### config.mk
export PLATFORM = sky130hd
export DESIGN_NAME = ex_stage
export DESIGN_NICKNAME = d
export VERILOG_FILES = /design/src/rtl/ex_stage.sv
export SDC_FILE = /design/constraint.sdc
export NUM_CORES = 1
export LEC_CHECK = 0
export CAP_MARGIN = 20
export CORE_ASPECT_RATIO = 0.7
export CORE_MARGIN = 3
export CORE_UTILIZATION = 31
export CTS_BUF_LIST = sky130_fd_sc_hd__clkbuf_4 sky130_fd_sc_hd__clkbuf_8 sky130_fd_sc_hd__clkbuf_16
export DETAILED_ROUTE_END_ITERATION = 16
export DONT_BUFFER_PORTS = 1
export SYNTH_ARGS = -nofsm -noshare
export SYNTH_HDL_FRONTEND = slang
export SYNTH_SLANG_ARGS = --single-unit
### constraint.sdc
create_clock -name clk -period 9.1 [get_ports clk]
set_clock_uncertainty 0.1 [all_clocks]
set_input_delay 0 -clock clk [delete_from_list [all_inputs] [get_ports clk]]
set_output_delay 0 -clock clk [all_outputs]
set_load 0.03 [all_outputs]
### src/rtl/ex_stage.sv
// ex_stage: execute stage. Selects operands, runs the ALU, resolves branches and jumps, and registers EX/MEM.
// Optional shift-add multiplier (aluop 9) with upstream stall, enabled by defining EX_MUL_EN.
module ex_stage #(
   parameter int DATA_W = 33,
   parameter int RD_W   = 6
) (
   input  logic              clk,
   input  logic              rst_n,
   input  logic              in_valid,
   input  logic              in_ctrl_regwrt,
   input  logic              in_ctrl_memtoreg,
   input  logic              in_ctrl_memrd,
   input  logic              in_ctrl_memwrt,
   input  logic              in_ctrl_branch,
   input  logic              in_ctrl_btype,
   input  logic              in_ctrl_jump,
   input  logic [3:0]        in_ctrl_aluop,
   input  logic              in_ctrl_alusrc1,
   input  logic              in_ctrl_alusrc0,
   input  logic [DATA_W-1:0] in_pc,
   input  logic [DATA_W-1:0] in_rs,
   input  logic [DATA_W-1:0] in_rt,
   input  logic [DATA_W-1:0] in_x,
   input  logic [RD_W-1:0]   in_rd,
   output logic              out_stall,
   output logic              out_valid,
   output logic [DATA_W-1:0] out_result,
   output logic [DATA_W-1:0] out_rt,
   output logic [RD_W-1:0]   out_rd,
   output logic              out_ctrl_regwrt,
   output logic              out_ctrl_memtoreg,
   output logic              out_ctrl_memrd,
   output logic              out_ctrl_memwrt,
   output logic              out_flush,
   output logic [DATA_W-1:0] out_target
);

   localparam logic [3:0] OP_ADD   = 4'd0;
   localparam logic [3:0] OP_SUB   = 4'd1;
   localparam logic [3:0] OP_AND   = 4'd2;
   localparam logic [3:0] OP_OR    = 4'd3;
   localparam logic [3:0] OP_XOR   = 4'd4;
   localparam logic [3:0] OP_SLL   = 4'd5;
   localparam logic [3:0] OP_SRL   = 4'd6;
   localparam logic [3:0] OP_PASSB = 4'd7;
   localparam logic [3:0] OP_NEG   = 4'd8;
   localparam logic [6:0] SH_LIM   = 7'(DATA_W);

   logic [DATA_W-1:0] op_a;
   logic [DATA_W-1:0] op_b;
   logic [DATA_W-1:0] alu_result;
   logic [DATA_W-1:0] target;
   logic [5:0]        shamt;
   logic              shift_ovf;
   logic              br_taken;
   logic              taken;
   logic              ld_valid;
   logic              mul_done;
   logic [DATA_W-1:0] mul_product;
   logic [DATA_W-1:0] cap_rt;
   logic [RD_W-1:0]   cap_rd;
   logic [3:0]        cap_ctrl;

   // Operand selection and single-cycle ALU; MUL is handled by the iterative unit
   always_comb begin
      op_a      = in_ctrl_alusrc1 ? in_pc : in_rs;
      op_b      = in_ctrl_alusrc0 ? in_x : in_rt;
      shamt     = op_b[5:0];
      shift_ovf = ({1'b0, shamt} >= SH_LIM);
      case (in_ctrl_aluop)
         OP_ADD:   alu_result = op_a + op_b;
         OP_SUB:   alu_result = op_a - op_b;
         OP_AND:   alu_result = op_a & op_b;
         OP_OR:    alu_result = op_a | op_b;
         OP_XOR:   alu_result = op_a ^ op_b;
         OP_SLL:   alu_result = shift_ovf ? '0 : (op_a << shamt);
         OP_SRL:   alu_result = shift_ovf ? '0 : (op_a >> shamt);
         OP_PASSB: alu_result = op_b;
         OP_NEG:   alu_result = '0 - op_a;
         default:  alu_result = '0;
      endcase
   end

   // Branch/jump resolution; a flush in EX/MEM turns the current input into a bubble
   always_comb begin
      br_taken = in_ctrl_branch & (in_ctrl_btype ? alu_result[DATA_W-1] : (alu_result == '0));
      taken    = in_ctrl_jump | br_taken;
      if (in_ctrl_jump) begin
         target = in_rs;
      end else begin
         target = in_pc + in_x;
      end
      ld_valid = in_valid & ~out_flush;
   end

`ifdef EX_MUL_EN
   localparam int          CW       = $clog2(DATA_W);
   localparam logic [3:0]  OP_MUL   = 4'd9;
   localparam logic [CW-1:0] LAST   = CW'(DATA_W - 1);

   typedef enum logic {IDLE = 1'b0, BUSY = 1'b1} state_t;

   state_t            state;
   logic [CW-1:0]     count;
   logic [DATA_W-1:0] mul_a;
   logic [DATA_W-1:0] mul_b;
   logic [DATA_W-1:0] mul_acc;
   logic [DATA_W-1:0] mul_sum;
   logic              mul_start;
   logic              mul_last;

   // Stall is low in the last BUSY cycle so upstream advances as the product loads
   always_comb begin
      mul_start   = (state == IDLE) & ld_valid & (in_ctrl_aluop == OP_MUL);
      mul_last    = (state == BUSY) & (count == LAST);
      mul_sum     = mul_acc + (mul_b[0] ? mul_a : '0);
      out_stall   = mul_start | ((state == BUSY) & ~mul_last);
      mul_done    = mul_last;
      mul_product = mul_sum;
   end

   // Multiplier FSM: one shift-add step per BUSY cycle, operands and controls captured at accept
   always_ff @(posedge clk) begin
      if (!rst_n) begin
         state    <= IDLE;
         count    <= '0;
         mul_a    <= '0;
         mul_b    <= '0;
         mul_acc  <= '0;
         cap_rt   <= '0;
         cap_rd   <= '0;
         cap_ctrl <= 4'b0000;
      end else begin
         case (state)
            IDLE: begin
               if (mul_start) begin
                  state    <= BUSY;
                  count    <= '0;
                  mul_a    <= op_a;
                  mul_b    <= op_b;
                  mul_acc  <= '0;
                  cap_rt   <= in_rt;
                  cap_rd   <= in_rd;
                  cap_ctrl <= {in_ctrl_regwrt, in_ctrl_memtoreg, in_ctrl_memrd, in_ctrl_memwrt};
               end else begin
                  state <= IDLE;
               end
            end
            BUSY: begin
               mul_acc <= mul_sum;
               mul_a   <= mul_a << 1;
               mul_b   <= mul_b >> 1;
               count   <= count + CW'(1);
               if (mul_last) begin
                  state <= IDLE;
               end else begin
                  state <= BUSY;
               end
            end
            default: begin
               state <= IDLE;
               count <= '0;
            end
         endcase
      end
   end
`else
   assign out_stall   = 1'b0;
   assign mul_done    = 1'b0;
   assign mul_product = '0;
   assign cap_rt      = '0;
   assign cap_rd      = '0;
   assign cap_ctrl    = 4'b0000;
`endif

   // EX/MEM register: product on MUL completion, bubble while stalled, else the ALU path
   always_ff @(posedge clk) begin
      if (!rst_n) begin
         out_valid         <= 1'b0;
         out_result        <= '0;
         out_rt            <= '0;
         out_rd            <= '0;
         out_ctrl_regwrt   <= 1'b0;
         out_ctrl_memtoreg <= 1'b0;
         out_ctrl_memrd    <= 1'b0;
         out_ctrl_memwrt   <= 1'b0;
         out_flush         <= 1'b0;
         out_target        <= '0;
      end else if (mul_done) begin
         out_valid         <= 1'b1;
         out_result        <= mul_product;
         out_rt            <= cap_rt;
         out_rd            <= cap_rd;
         out_ctrl_regwrt   <= cap_ctrl[3];
         out_ctrl_memtoreg <= cap_ctrl[2];
         out_ctrl_memrd    <= cap_ctrl[1];
         out_ctrl_memwrt   <= cap_ctrl[0];
         out_flush         <= 1'b0;
      end else if (out_stall) begin
         out_valid         <= 1'b0;
         out_ctrl_regwrt   <= 1'b0;
         out_ctrl_memtoreg <= 1'b0;
         out_ctrl_memrd    <= 1'b0;
         out_ctrl_memwrt   <= 1'b0;
         out_flush         <= 1'b0;
      end else begin
         out_valid         <= ld_valid;
         out_result        <= alu_result;
         out_rt            <= in_rt;
         out_rd            <= in_rd;
         out_ctrl_regwrt   <= ld_valid & in_ctrl_regwrt;
         out_ctrl_memtoreg <= ld_valid & in_ctrl_memtoreg;
         out_ctrl_memrd    <= ld_valid & in_ctrl_memrd;
         out_ctrl_memwrt   <= ld_valid & in_ctrl_memwrt;
         out_flush         <= ld_valid & taken;
         out_target        <= target;
      end
   end

endmodule

==> impl_metrics.yaml <==
drt:
  drt_pre_antenna_iters: 6
  drt-total-wl_um: 88800
  postRouteAntennaNets: 0
  detailedRoute.firstIterationViolations: 2827
  wl_per_cell_um: 30.8
  route.detailed.vias_per_inst: 6.44
  routed-via-count: 18589
  drc: 0
critical_path:
  critical_path_peak_fanout: 14
  critical_path.endpoint_type: "register"
  arrival_ns: 5.99
  setup.worst_path.class: "in -> reg"
  setup.worst_path.start_class: "input pin"
  worstPathRequired_ns: 9.38
placed_design:
  gp_congestion: 1.01
  pre_cts_ws_ns: 3.31
  dpl.hpwl_um: 66500
  placed_cells: 2705
  port_buffers: 0
synth:
  flip_flop_cell_with_the_highest_count_after_synthesis: "sky130_fd_sc_hd__dfxtp_1"
  synth-warning-count: 0
  synthDominantCellAreaShare_pct: 14.3
  ys_seq_elements: 111
  yosysTopAreaCell: "sky130_fd_sc_hd__dfxtp_1"
  sequential_fraction_of_the_synthesis_area_pct: 14.3
  post_synth_instance_area_um2: 15500
  synth_enable_flop_cells: 0
  netlist-cell-type-count: 97
  synth_nets: 2421
  synth.top_cells.by_area: "sky130_fd_sc_hd__dfxtp_1 (14%), sky130_fd_sc_hd__ha_1 (11%), sky130_fd_sc_hd__mux2i_1 (7.6%)"
  async_set_or_reset_flop_fraction_in_the_synthesized_netlist_pct: 0
  postSynthAreaPerCell_um2: 7.27
  synthCells: 2131
timing:
  setup_violations_final: 0
  report.final.slew_viol_count: 0
  max_slew_margin_pct: 19.4
  final_hold_violation_count: 0
  timing.final.crit_period_ns: 5.71
  worstMarginPinSlew_ns: 1.21
  setup_total_negative_slack_ns: 0
  finalHoldWorstSlack_ns: 0.0350
  timing.final.crit_share_pct: 62.8
  fmaxAchievable_mhz: 175
  grt_setup_unrepaired: "false"
  timing.final.ws_setup_ns: 3.39
cts:
  level_count_of_the_clock_h_tree: 3
  ctsLongestPathBuffers: 2
  numCtsBuffers: 9
  clk_transition_reported_paths_ns: 0.09
  numClockSinks: 111
  tritoncts: "built"
  cts_root_buf: "sky130_fd_sc_hd__clkbuf_16"
  ctsResizeCount: 0
  clkLatencyLatePin_ns: 0.42
flow_run:
  drv.max_cap_violation_count: 0
floorplan:
  core_um2: 48600
  io_pins: 266
  floorplan.die_area_um2: 52800
  die_h_um: 193
  dieWidth_um: 273
  std_cell_rows: 67
  initial_core_util_pct: 31.9
finish:
  post_route_cells_drive_above_1_share_pct: 7.64
  final_cell_mix: "sky130_fd_sc_hd__nor2_1 (249), sky130_fd_sc_hd__nand2_1 (196), sky130_fd_sc_hd__dlygate4sd3_1 (159)"
  multiInputGateArea_um2: 12400
  final_nets: 2511
  layout.core_utilization_pct: 37.2
  final_cell_count_no_fill: 2887
  final.fill_count: 5099
  flow.area_growth_from_synthesis_pct: 16.5
  mostFrequentLayoutCell: "sky130_fd_sc_hd__nor2_1"
  sequential_cell_area_um2: 2220
power:
  power_per_cell_area_nw_per_um2: 128
  cellLeakagePower_nw: 7.28
  irDropWorstVdd_mv: 0.0805
global_route:
  grt.total_usage_pct: 32.6
  grt_remaining_overflow: 0
  grt_start_max_net_pins: 71
  wire_length_of_the_first_global_routing_pass_um: 126000
  grt_antenna_before_repair: 9
  grt_pass1_vias: 17443
run_status:
  outcome: "complete, no violations"
min_path:
  worstHoldPathType: "in -> reg"
## Yosys cell counts, drive strengths merged (31+ instances only)
library cell,instances
buf,70
xnor2,85
o211ai,31
mux2i,146
ha,134
nor2,253
a211oi,41
clkbuf,62
dfxtp,111
nand2,196
a21oi,153
nand3,62
o21ai,143
nor3,56
and2,56
inv,90
## logic make-up after synthesis
group	synth area share, %
flip-flops	14.3
AO/OA/AOI/OAI	27.3
AND/OR/NAND/NOR	23.3
XOR/XNOR	5.65
buffers and inverters	6.35
adder cells (fa/ha/maj)	11.1
other	0.0242
multiplexers	12.0
## where the power goes
group          internal, W  switching [W]  leakage [nW]
registers         0.000524      0.0000947         0.919
logic             0.000439       0.000809          6.22
clock network     0.000192       0.000247         0.142
## critical path: stages
cell and delay [ns]:
sky130_fd_sc_hd__nor3b_1 0.23, sky130_fd_sc_hd__nor2_1 0.09, sky130_fd_sc_hd__buf_4 0.22, sky130_fd_sc_hd__nor2_1 0.27, sky130_fd_sc_hd__and4_1 0.28, sky130_fd_sc_hd__nand2_1 0.14
sky130_fd_sc_hd__nor3_1 0.64, sky130_fd_sc_hd__a21oi_1 0.19, sky130_fd_sc_hd__xnor2_1 0.18, sky130_fd_sc_hd__ha_1 0.39, sky130_fd_sc_hd__a21oi_1 0.22, sky130_fd_sc_hd__nand2_1 0.08
sky130_fd_sc_hd__a221o_1 0.36, sky130_fd_sc_hd__a21o_1 0.18, sky130_fd_sc_hd__a31oi_1 0.52, sky130_fd_sc_hd__o21ai_0 0.44, sky130_fd_sc_hd__a311oi_1 0.47, sky130_fd_sc_hd__mux2i_1 0.14
sky130_fd_sc_hd__a21oi_1 0.23, sky130_fd_sc_hd__nand4_1 0.16, sky130_fd_sc_hd__nor4_1 0.36, sky130_fd_sc_hd__a21o_1 0.18
## through the flow
stage	total power (W)	area, um^2
4_1_cts	0.00226	18000
2_1_floorplan	0.00138	15500
3_5_place_dp	0.00174	16100
3_3_place_gp	0.00174	16100
6_report	0.00231	18100
5_1_grt	0.00240	18000
## final timing paths
kind / slack (ns) / depth (start not counted) / startpoint / end
worst max-delay path: 3.39 / 22 / in_x[3] / out_flush$_SDFF_PN0_
worst min-delay path: 0.03 / 4 / in_x[26] / out_target[26]$_SDFF_PN0_
worst min register to register: 0.94 / 2 / out_flush$_SDFF_PN0_ / out_valid$_SDFF_PN0_
worst max register to register: 6.55 / 7 / out_flush$_SDFF_PN0_ / out_flush$_SDFF_PN0_
## state kept, by name, indices dropped and copies added (netlist names)
signal,count
out_ctrl_memtoreg,1
out_result,33
out_valid,1
out_flush,1
out_ctrl_regwrt,1
out_rd,6
out_ctrl_memrd,1
out_rt,33
out_ctrl_memwrt,1
out_target,33
## metal layers
layer / up-vias / global-route usage (%) / wire length (um)
met5: - / 0 / 46
met4: 8 / 13.1 / 3840
met3: 246 / 11.5 / 11400
met2: 1352 / 48.4 / 36300
met1: 8972 / 43.1 / 37200
li1: 8011 / - / -
## cell type report
class	count	share of cell area, %
Tap cell	655	4.54
Inverter	93	1.96
Clock inverter	7	0.360
Multi-Input combinational cell	1795	68.5
Sequential cell	111	12.3
Antenna cell	6	0.0831
Clock buffer	9	1.25
Timing Repair Buffer	211	11.0
## timing repair
item | 4_1_cts | 5_1_grt
hold buffers | 160 | 0
setup buffers | 0 | 0
hold endpoints to repair | 87 | 0
(Power assumes the default switching activity.)
